## src/rtl/wavegen_pkg.sv

```systemverilog
// Shared types and elaboration-time step tables for the sawtooth waveform writer.
// The step tables are computed once at elaboration, so no runtime divider is built.
package wavegen_pkg;

  typedef enum logic [1:0] {
    IDLE = 2'd0,
    RISE = 2'd1,
    FALL = 2'd2,
    DONE = 2'd3
  } state_t;

  localparam int          DUTY_MAX = 10;
  localparam logic [15:0] PEAK     = 16'hFFFF;
  localparam int          SEL_W    = 4;
  localparam int          STEP_W   = 24;
  localparam int          FRAC_W   = 8;
  localparam int          STEP_NUM = 65535 * 256;

  typedef struct packed {
    logic [31:0]       rise_len;
    logic [STEP_W-1:0] up_step;
    logic [STEP_W-1:0] down_step;
  } step_entry_t;

  typedef step_entry_t [DUTY_MAX:0] step_tbl_t;

  function automatic int rise_len(input int sel, input int n);
    return (sel * n + 5) / 10;
  endfunction

  function automatic logic [STEP_W-1:0] up_step(input int r);
    if (r <= 0) return '0;
    return STEP_W'(STEP_NUM / r);
  endfunction

  // A full-length rise (sel=10) has no falling segment, so its step is left at zero.
  function automatic logic [STEP_W-1:0] down_step(input int n, input int r);
    if (n - r <= 0) return '0;
    return STEP_W'(STEP_NUM / (n - r));
  endfunction

  function automatic step_tbl_t build_step_tbl(input int n);
    step_tbl_t tbl;
    for (int s = 0; s <= DUTY_MAX; s++) begin
      tbl[s].rise_len  = 32'(rise_len(s, n));
      tbl[s].up_step   = up_step(rise_len(s, n));
      tbl[s].down_step = down_step(n, rise_len(s, n));
    end
    return tbl;
  endfunction

  // Out-of-range duty selects collapse to the all-zero table.
  function automatic logic [SEL_W-1:0] sel_norm(input logic [SEL_W-1:0] sel);
    return (int'(sel) > DUTY_MAX) ? '0 : sel;
  endfunction

endpackage

```

## src/rtl/sawtooth_step_rom.sv

```systemverilog
// Combinational lookup of rise length and 16.8 fixed-point up/down steps per duty select.
module sawtooth_step_rom
  import wavegen_pkg::*;
#(
  parameter int ADDR_W = 10
) (
  input  logic [SEL_W-1:0]  i_sel,
  output logic [ADDR_W:0]   o_rise_len,
  output logic [STEP_W-1:0] o_up_step,
  output logic [STEP_W-1:0] o_down_step
);

  localparam step_tbl_t STEP_TBL = build_step_tbl(1 << ADDR_W);

  logic [SEL_W-1:0] idx;

  assign idx = sel_norm(i_sel);

  always_comb begin
    o_rise_len  = (ADDR_W + 1)'(STEP_TBL[idx].rise_len);
    o_up_step   = STEP_TBL[idx].up_step;
    o_down_step = STEP_TBL[idx].down_step;
  end

endmodule

```

## src/rtl/sawtooth_lut_writer.sv

```systemverilog
// Writes one asymmetric sawtooth table (rise then fall) into a waveform RAM,
// one address/data beat per accepted valid/ready handshake.
module sawtooth_lut_writer
  import wavegen_pkg::*;
#(
  parameter int ADDR_W = 10,
  parameter int DATA_W = 16
) (
  input  logic              i_clk,
  input  logic              i_rst_n,
  input  logic              i_start,
  input  logic [SEL_W-1:0]  i_sel,
  input  logic              i_wready,
  output logic              o_we,
  output logic [ADDR_W-1:0] o_waddr,
  output logic [DATA_W-1:0] o_wdata,
  output logic              o_busy,
  output logic              o_done
);

  localparam int                ACC_W     = DATA_W + FRAC_W;
  localparam logic [ADDR_W-1:0] LAST_ADDR = {ADDR_W{1'b1}};
  localparam logic [ACC_W-1:0]  ACC_PEAK  = ACC_W'({PEAK, {FRAC_W{1'b0}}});

  state_t             state_q, state_d;
  logic [SEL_W-1:0]   sel_q, sel_d;
  logic [ADDR_W-1:0]  addr_q, addr_d;
  logic [ACC_W-1:0]   acc_q, acc_d;
  logic               active_q;
  logic               done_q;

  logic [ADDR_W:0]    r_len;
  logic [STEP_W-1:0]  up_inc;
  logic [STEP_W-1:0]  down_dec;
  logic [ADDR_W:0]    addr_inc;
  logic               beat;

  sawtooth_step_rom #(
    .ADDR_W (ADDR_W)
  ) u_step_rom (
    .i_sel       (sel_q),
    .o_rise_len  (r_len),
    .o_up_step   (up_inc),
    .o_down_step (down_dec)
  );

  assign beat     = active_q && i_wready;
  assign addr_inc = {1'b0, addr_q} + (ADDR_W + 1)'(1);

  // NOTE: every variable gets its hold value first so no path through the case leaves one unassigned (no latch).
  always_comb begin
    state_d = state_q;
    sel_d   = sel_q;
    addr_d  = addr_q;
    acc_d   = acc_q;
    unique case (state_q)
      IDLE: begin
        if (i_start) begin
          state_d = RISE;
          sel_d   = sel_norm(i_sel);
          addr_d  = '0;
          acc_d   = '0;
        end
      end
      RISE: begin
        if (beat) begin
          if (addr_q == LAST_ADDR) begin
            state_d = DONE;
          end else begin
            addr_d = addr_inc[ADDR_W-1:0];
            if (sel_q == '0) begin
              acc_d = '0;
            end else if (addr_inc == r_len) begin
              acc_d   = ACC_PEAK;
              state_d = FALL;
            end else begin
              acc_d = acc_q + ACC_W'(up_inc);
            end
          end
        end
      end
      FALL: begin
        if (beat) begin
          if (addr_q == LAST_ADDR) begin
            state_d = DONE;
          end else begin
            addr_d = addr_inc[ADDR_W-1:0];
            acc_d  = (acc_q < ACC_W'(down_dec)) ? '0 : acc_q - ACC_W'(down_dec);
          end
        end
      end
      DONE: begin
        state_d = IDLE;
      end
    endcase
  end

  // NOTE: sequential state is updated only with non-blocking assignments so all flops sample the same pre-edge values.
  always_ff @(posedge i_clk or negedge i_rst_n) begin
    if (!i_rst_n) begin
      state_q <= IDLE;
      sel_q   <= '0;
      addr_q  <= '0;
      acc_q   <= '0;
    end else begin
      state_q <= state_d;
      sel_q   <= sel_d;
      addr_q  <= addr_d;
      acc_q   <= acc_d;
    end
  end

  // Status flags are registered from the next state, keeping i_wready off any output path.
  always_ff @(posedge i_clk or negedge i_rst_n) begin
    if (!i_rst_n) begin
      active_q <= 1'b0;
      done_q   <= 1'b0;
    end else begin
      active_q <= (state_d == RISE) || (state_d == FALL);
      done_q   <= (state_d == DONE);
    end
  end

  assign o_we    = active_q;
  assign o_busy  = active_q;
  assign o_done  = done_q;
  assign o_waddr = addr_q;
  assign o_wdata = acc_q[ACC_W-1 -: DATA_W];

endmodule

```

## config.mk

```make
export PLATFORM = sky130hd
export DESIGN_NAME = sawtooth_lut_writer
export DESIGN_NICKNAME = d
export VERILOG_FILES = /design/src/rtl/wavegen_pkg.sv /design/src/rtl/sawtooth_step_rom.sv /design/src/rtl/sawtooth_lut_writer.sv
export SDC_FILE = /design/constraint.sdc
export NUM_CORES = 1
export LEC_CHECK = 0
export BUFFER_PORTS_ARGS = -buffer_cell sky130_fd_sc_hd__buf_2
export CAP_MARGIN = 5
export CORE_MARGIN = 2
export CORE_UTILIZATION = 45
export DETAILED_ROUTE_END_ITERATION = 8
export PLACE_DENSITY = 0.66
export SLEW_MARGIN = 40
export SYNTH_ARGS = -nofsm -noshare
export SYNTH_HDL_FRONTEND = slang
export SYNTH_HIERARCHICAL = 1
export SYNTH_SLANG_ARGS = --single-unit
export TNS_END_PERCENT = 30
```

## constraint.sdc

```tcl
create_clock -name i_clk -period 4.7 [get_ports i_clk]
set_input_delay 0.47 -clock i_clk [delete_from_list [all_inputs] [get_ports i_clk]]
set_output_delay 0.47 -clock i_clk [all_outputs]
set_load 0.005 [all_outputs]
```

# Yosys cells after proc, flatten, opt, wreduce, memory -nomap -nowiden
# Memories as Yosys holds them, arrays and structs flattened.
# Cells that the tools add are included.
totals:
  ff_bits: 42
  ramBits: 0
  n_memories: 1
  latch_bits: 0
  in_bits: 8
  output_inout_bits: 29
  mem_bits_ro: 1280
  elab_cells: 63
memory_table:
  columns: ["name", "words", "width", "rd", "rd_clocked_by_memory_dff", "wr", "line", "text"]
  rows:
  - ["(no name shown)", 16, 80, 1, 0, 0, "sawtooth_step_rom.sv:20", "o_rise_len = (ADDR_W + 1)'(STEP_TBL[idx].rise_len);"]
op_classes:
  n_mul: 0
  n_lt_le_gt_ge: 4
  n_mux: 24
  n_bitwise: 0
  n_reduce_logical: 10
  div: 0
  eq_ne: 15
  addsub: 3
  shift: 0
op_table:
  columns: ["op", "n"]
  rows:
  - ["$mux W24", 8]
  - ["$pmux W24 S3", 1]
  - ["$mux W59", 1]
  - ["$mux W10", 3]
  - ["$add A24 B24 Y24", 1]
  - ["$lt A24 B24 Y1", 1]
  - ["$sub A24 B24 Y24", 1]
  - ["$pmux W10 S2", 1]
  - ["$mux W2", 7]
  - ["$ne A2 B2 Y1 const B", 6]
  - ["$add A10 B1 Y11 const B", 1]
  - ["$eq A11 B11 Y1", 1]
  - ["$eq A10 B10 Y1 const B", 1]
  - ["$eq A2 B2 Y1 const B", 4]
  - ["$gt A4 B4 Y1 const B", 2]
  - ["$mux W4", 2]
  - ["$pmux W2 S4", 1]
  - ["$reduce_and A6 Y1", 1]
  - ["$lt A4 B5 Y1 const B", 1]
  - ["$eq A2 B1 Y1 const B", 2]
  - ["$logic_not A4 Y1", 1]
  - ["$reduce_and A4 Y1", 1]
  - ["$reduce_bool A3 Y1", 1]
  - ["$logic_not A2 Y1", 1]
  - ["other kinds (6)", 6]

# Logic depth before layout (Yosys ltp)
depth:
  ltp_word: 12
  mapped_depth: 20
  ltp_nobuf: 17

# Hierarchy
# The synthesis kept the hierarchy.
by_module_without_submodules:
  columns: ["mod", "n_inst", "seq_area_each_um2", "cells_per_inst", "area_per_inst_um2"]
  rows:
  - ["sawtooth_lut_writer", 1, 1051.0, 594, 4803.4]
  - ["sawtooth_step_rom", 1, 0.0, 136, 928.4]

# Worst setup path after synthesis
# OpenSTA, ideal clock, no wires.
synth_timing:
  kind: "reg-to-reg"
  from: "register sel_q[2]"
  to: "register acc_q[15]"
  stages_incl_launch_ff: 20
  t_required_ns: 4.574
  t_arrival_ns: 3.669
  n_path_buf: 3
  setup_ns: 0.126
  synth_period_minus_slack_ns: 3.795
  slack_ns: 0.905
  cell_sequence: "dfrtp_1 -> buf_6 -> buf_2 -> o21ai_0 -> nand2_1 -> ha_1 -> inv_1 -> o211ai_2 -> nand3_1 -> inv_1 -> fa_1 -> a211oi_1 -> o21ai_1 -> a211oi_2 -> o21ai_2 -> nand3_1 -> a21oi_4 -> nor2b_4 -> buf_6 -> a221o_1"
synth_via:
  word_cells_on_any_way: 17
  classes_between: "2 x add/sub; 2 x order compare; 1 x eq/ne; 10 x mux; 1 x reduce/logical; 1 x memory"
synth_lines:
  columns: ["element", "line", "text"]
  rows:
  - ["from (decl)", "sawtooth_lut_writer.sv:26", "logic [SEL_W-1:0] sel_q, sel_d;"]
  - ["from (signal assigned)", "sawtooth_lut_writer.sv:107", "sel_q <= sel_d;"]
  - ["$gt A4 B4 Y1", "wavegen_pkg.sv:54", "return (int'(sel) > DUTY_MAX) ? '0 : sel;"]
  - ["$mux W4 *", "wavegen_pkg.sv:54", null]
  - ["$mem_v2 Z16 W80 *", null, null]
  - ["$mux W59 (implied by the code) *", "sawtooth_step_rom.sv:20", null]
  - ["via down_dec[1]", "sawtooth_lut_writer.sv:34", "logic [STEP_W-1:0] down_dec;"]
  - ["$sub A24 B24 Y24 or $lt A24 B24 Y1 (tied branches)", "sawtooth_lut_writer.sv:88", "acc_d = (acc_q < ACC_W'(down_dec)) ? '0 : acc_q - ACC_W'(down_dec);"]
  - ["$mux W24 *", "sawtooth_lut_writer.sv:88", null]
  - ["$mux W24 *", "sawtooth_lut_writer.sv:84", "if (addr_q == LAST_ADDR) begin"]
  - ["$mux W24 *", "sawtooth_lut_writer.sv:83", "if (beat) begin"]
  - ["$pmux W24 S3 *", "sawtooth_lut_writer.sv:56", "unique case (state_q)"]
  - ["to (signal assigned)", "sawtooth_lut_writer.sv:104", "acc_q <= '0;"]
  - ["to (signal assigned)", "sawtooth_lut_writer.sv:109", "acc_q <= acc_d;"]
  - ["to (decl)", "sawtooth_lut_writer.sv:28", "logic [ACC_W-1:0] acc_q, acc_d;"]
# The timed path passes the listed nets; every way through them passes the cells marked *. The select of a mux whose other input is x is not followed.
# A chain may end at the register's enable or synchronous reset.

# Worst setup path in the final report
layout_timing:
  from: "register sel_q[0]"
  to: "register acc_q[0]"
layout_via:
  word_cells_on_any_way: 17
  classes_between: "2 x add/sub; 2 x order compare; 1 x eq/ne; 10 x mux; 1 x reduce/logical; 1 x memory"
layout_lines:
  columns: ["element", "line"]
  rows:
  - ["$gt A4 B4 Y1", "wavegen_pkg.sv:54"]
  - ["$mux W4 *", "wavegen_pkg.sv:54"]
  - ["$mem_v2 Z16 W80 *", null]
  - ["$mux W59 (implied by the code) *", "sawtooth_step_rom.sv:20"]
  - ["via down_dec[6]", "sawtooth_lut_writer.sv:34"]
  - ["$lt A24 B24 Y1 *", "sawtooth_lut_writer.sv:88"]
  - ["$mux W24 *", "sawtooth_lut_writer.sv:88"]
  - ["$mux W24 *", "sawtooth_lut_writer.sv:84"]
  - ["$mux W24 *", "sawtooth_lut_writer.sv:83"]
  - ["$pmux W24 S3 *", "sawtooth_lut_writer.sv:56"]
# Marks and branches as above.

==> out/results.txt <==
The run finished with clean final reports. The floorplan step set the die width to 117 microns. Total number of vias: 5,254. The tools report the number of setup violations in the final report as 0. The tools report the launch point of the critical path as sel_q[0]. In this run the critical register-to-register path is captured at acc_q[0]. STA classifies the critical path startpoint as a register. The run gives 0.00832 ns as the worst clock skew on the final layout. 37 I/O pins were placed. The final number of hold-violating endpoints was 0; the routed wire length was 15,500 microns.

Worst setup path category: register to register. In this run the biggest area consumer among cell types represents 18.3% of the synthesized area. Data on the critical path arrives at its endpoint at 4.46 ns. In this design, the stage delay of the slowest critical-path cell is 0.50 ns.

Setup total negative slack on the finished layout was measured at 0 ns. The number of synthesis warnings was 6. The cell type with the highest aggregate area in the netlist is dfrtp_1. The kind of cell with the highest combined delay along the critical path is compound AO/OA/AOI/OAI gates. The logs give 0 for the number of max-slew violations in the final report and 0 for the number of hold-repair buffers added at the cts stage.

The critical path goes through o21ai_0 > nand2_1 > ha_1 > inv_1 > o22ai_2 > a21oi_1 > inv_1 > ha_1 > a2111oi_0 > o21ai_1 > a211oi_2 > o21ai_2 > nand3_1 > a21oi_4 > nor2b_4 > nor2b_1 > a221o_1. Standard cell core area: 12,500 sq um. The first routing iteration left 421 violations. The synthesized design contains 0 enable-type register cells.

The initial utilization of the core area, before any placement, comes to 45.8%. TritonCTS built the clock tree. Detailed placement finished with a half-perimeter wire length of 12,300 microns. The first global-routing pass estimated 24,900 microns of wire.

Nature of the critical path endpoint: a register. On the critical path, the stage with the largest delay is an instance of dfrtp_1. The number of distinct library cell variants in the gate-level netlist after synthesis is 82, and the final weighted congestion in routability-driven placement is 1.00. After synthesis, the share of flip-flops with an asynchronous set or reset is 100%. The register-to-register setup slack is 0.42 ns.

The floorplan step set the die height to 117 microns. Reg-to-reg startpoint: sel_q[0]. Along the worst path, the maximum fanout reaches 15. Averaged over all synthesized cells, the footprint is 7.85 sq um. The tools report the maximum count of clock buffers along a single path as 2.

Number of global-route vias before repair: 4,825. The number of antenna violations at the first check in global routing is 0, and the final global-route overflow total is 0. Sorting the synthesized cells by area gives the leading types as dfrtp_1 18%, ha_1 14%, a21oi_1 6.1%. The number of nets still failing antenna checks after routing is 0. In the final routed layout, each cell accounts on average for 17.2 microns. Setup repair after global routing left no endpoint under its margin. The logs give 5 for the length of the first detailed-routing pass in iterations and 0 for the total of cells resized after clock tree synthesis. The type of the worst min-delay path is primary input to asynchronous set/reset pin.

The antenna diode instance count is 0. The tools report the worst slew margin relative to its limit as 56.3%. Counting every instance in the synthesized netlist gives 730. After synthesis the cells add up to 5730 sq um. For the number of sinks handled by clock tree synthesis, the log shows 42. Entering global routing, the biggest net connects 43 pins. The fraction of the cycle the final worst path needs was 91.1%; the clock period minus worst slack was 4.28 ns. Once the clock tree was built, the setup fixing pass inserted 0 buffers. Global routing consumed, over all layers together, 23.2% of the routing resources. Max-cap violations in this run came to 0. Using the TritonRoute via totals, the vias-per-cell ratio works out to 5.83.

The logs give 18.3% for the proportion of synthesized chip area in sequential cells and 234 MHz for the highest clock frequency the design can meet. Buffers placed on the I/O ports in this run total 36. The full die area is 13,700 sq um, and the filler cell count in the final layout is 1,218. At the pin with the least slew margin, the transition time is 0.650 ns. The final layout contains 801 nets. The most used flip-flop cell after synthesis is dfrtp_1. After clock tree synthesis, the clock-pin slew on the worst setup and hold paths is 0.07 ns. The post-route netlist has 11.1% of its cells at a drive strength greater than 1. The tree is rooted in a clkbuf_16.

The synthesized design contains 42 register bits. From synthesis to final layout, the design area changed by 4.74%. Clock latency on the worst-skew pair, taken at its later pin, is 0.29 ns. The H-tree generated during clock tree synthesis spans 2 levels. The worst reg-to-reg path cell count is 17, and the number of cells on the critical path is 17.

TritonCTS created 5 clock buffers. The critical path contains buffers and inverters numbering 2 combined. The DRC violation count after routing was 0. After floorplanning, the core was divided into 41 placement rows. Worst setup path endpoint: acc_q[0].

At the worst endpoint, the required time is 4.88 ns.
-- state kept, by name (all words and copies together), names as in the netlist --
name,flops
acc_q,24
sel_q,4
o_busy,1
o_done,1
o_waddr,10
state_q,2
-- metrics by stage --
step	instances	area [sq um]	util, %	hold slack [ns]	worst slack (ns)
3_3_place_gp	893	5790	46.3	0.534	0.445
5_1_grt	901	6000	48.0	0.215	0.0790
2_1_floorplan	741	5770	-	0.174	0.905
3_5_place_dp	893	5790	46.3	0.509	0.298
6_report	901	6000	48.0	0.164	0.420
4_1_cts	901	5990	47.9	0.194	0.284
-- layer usage --
metal	routed length, microns	share of wire (%)	global-route usage, %	vias up
li1	-	-	-	2605
met2	7030	45	36.7	142
met3	930	6.0	3.04	18
met5	0	0	0	-
met1	7350	47	33.8	2489
met4	182	1.2	5.41	0
-- cell usage in the layout, fill, tap and decap left out, types with 5 or more instances in the layout --
master	count
o31ai_1	9
ha_1	63
inv_1	41
o21ai_0	38
xor2_1	18
mux2i_1	5
buf_2	35
dfrtp_1	40
nand2b_1	10
a31oi_1	14
a21o_1	17
o21ai_1	25
o211ai_1	8
buf_4	5
xnor2_1	39
o21bai_1	11
a221o_1	11
nand3_1	19
nor3_1	12
o22ai_1	6
nor2b_1	7
conb_1	12
nand2_1	82
nor2_1	26
a21oi_1	70
clkbuf_16	5
a22oi_1	8
and3_1	9
-- Yosys cell counts, drive strengths merged (4+ instances only) --
cell / number
dfrtp: 42
nor2b: 8
buf: 51
a221o: 11
nand2b: 10
a22oi: 8
clkbuf: 9
o21bai: 11
mux2i: 5
nand2: 84
o31ai: 11
a21oi: 75
nor3: 13
nand4: 4
ha: 63
o22ai: 7
nor2: 27
and3: 9
nand3: 21
o211ai: 11
xor2: 18
inv: 43
a31oi: 14
a211oi: 7
a21o: 17
o21ai: 65
xnor2: 39
-- worst min path at each step --
stage | start | end | slack [ns] | cells after the start
final | i_rst_n | sel_q[0] | 0.16 | 1
after global routing | i_rst_n | sel_q[0] | 0.21 | 1
after CTS | i_rst_n | sel_q[0] | 0.19 | 1
after detailed placement | i_rst_n | sel_q[0] | 0.51 | 1
after global placement | acc_q[5] | acc_q[5] | 0.53 | 2
after floorplan | i_rst_n | acc_q[0] | 0.17 | 0
-- kinds of logic after synthesis --
| family | share of synthesized area [%] |
|---|---|
| AOI/OAI and AO/OA | 31.1 |
| and+or+nand+nor | 16.2 |
| other | 0.0654 |
| muxes | 1.07 |
| buffers and inverters | 10.1 |
| xor gates and xnor gates | 8.71 |
| DFF | 18.3 |
| adders and majority gates | 14.5 |
-- area by class of cell --
| cell class | count | area (sq um) | area share, % |
|---|---|---|---|
| Sequential cell | 42 | 1050 | 17.5 |
| Inverter | 44 | 170 | 2.83 |
| Clock buffer | 6 | 139 | 2.31 |
| Timing Repair Buffer | 40 | 213 | 3.54 |
| Multi-Input combinational cell | 595 | 4150 | 69.2 |
| Clock inverter | 2 | 60.1 | 1.00 |
| Tap cell | 172 | 215 | 3.58 |
Power is not shown: default switching activity piles up to over one toggle a cycle in this logic, so the estimate is an artifact.
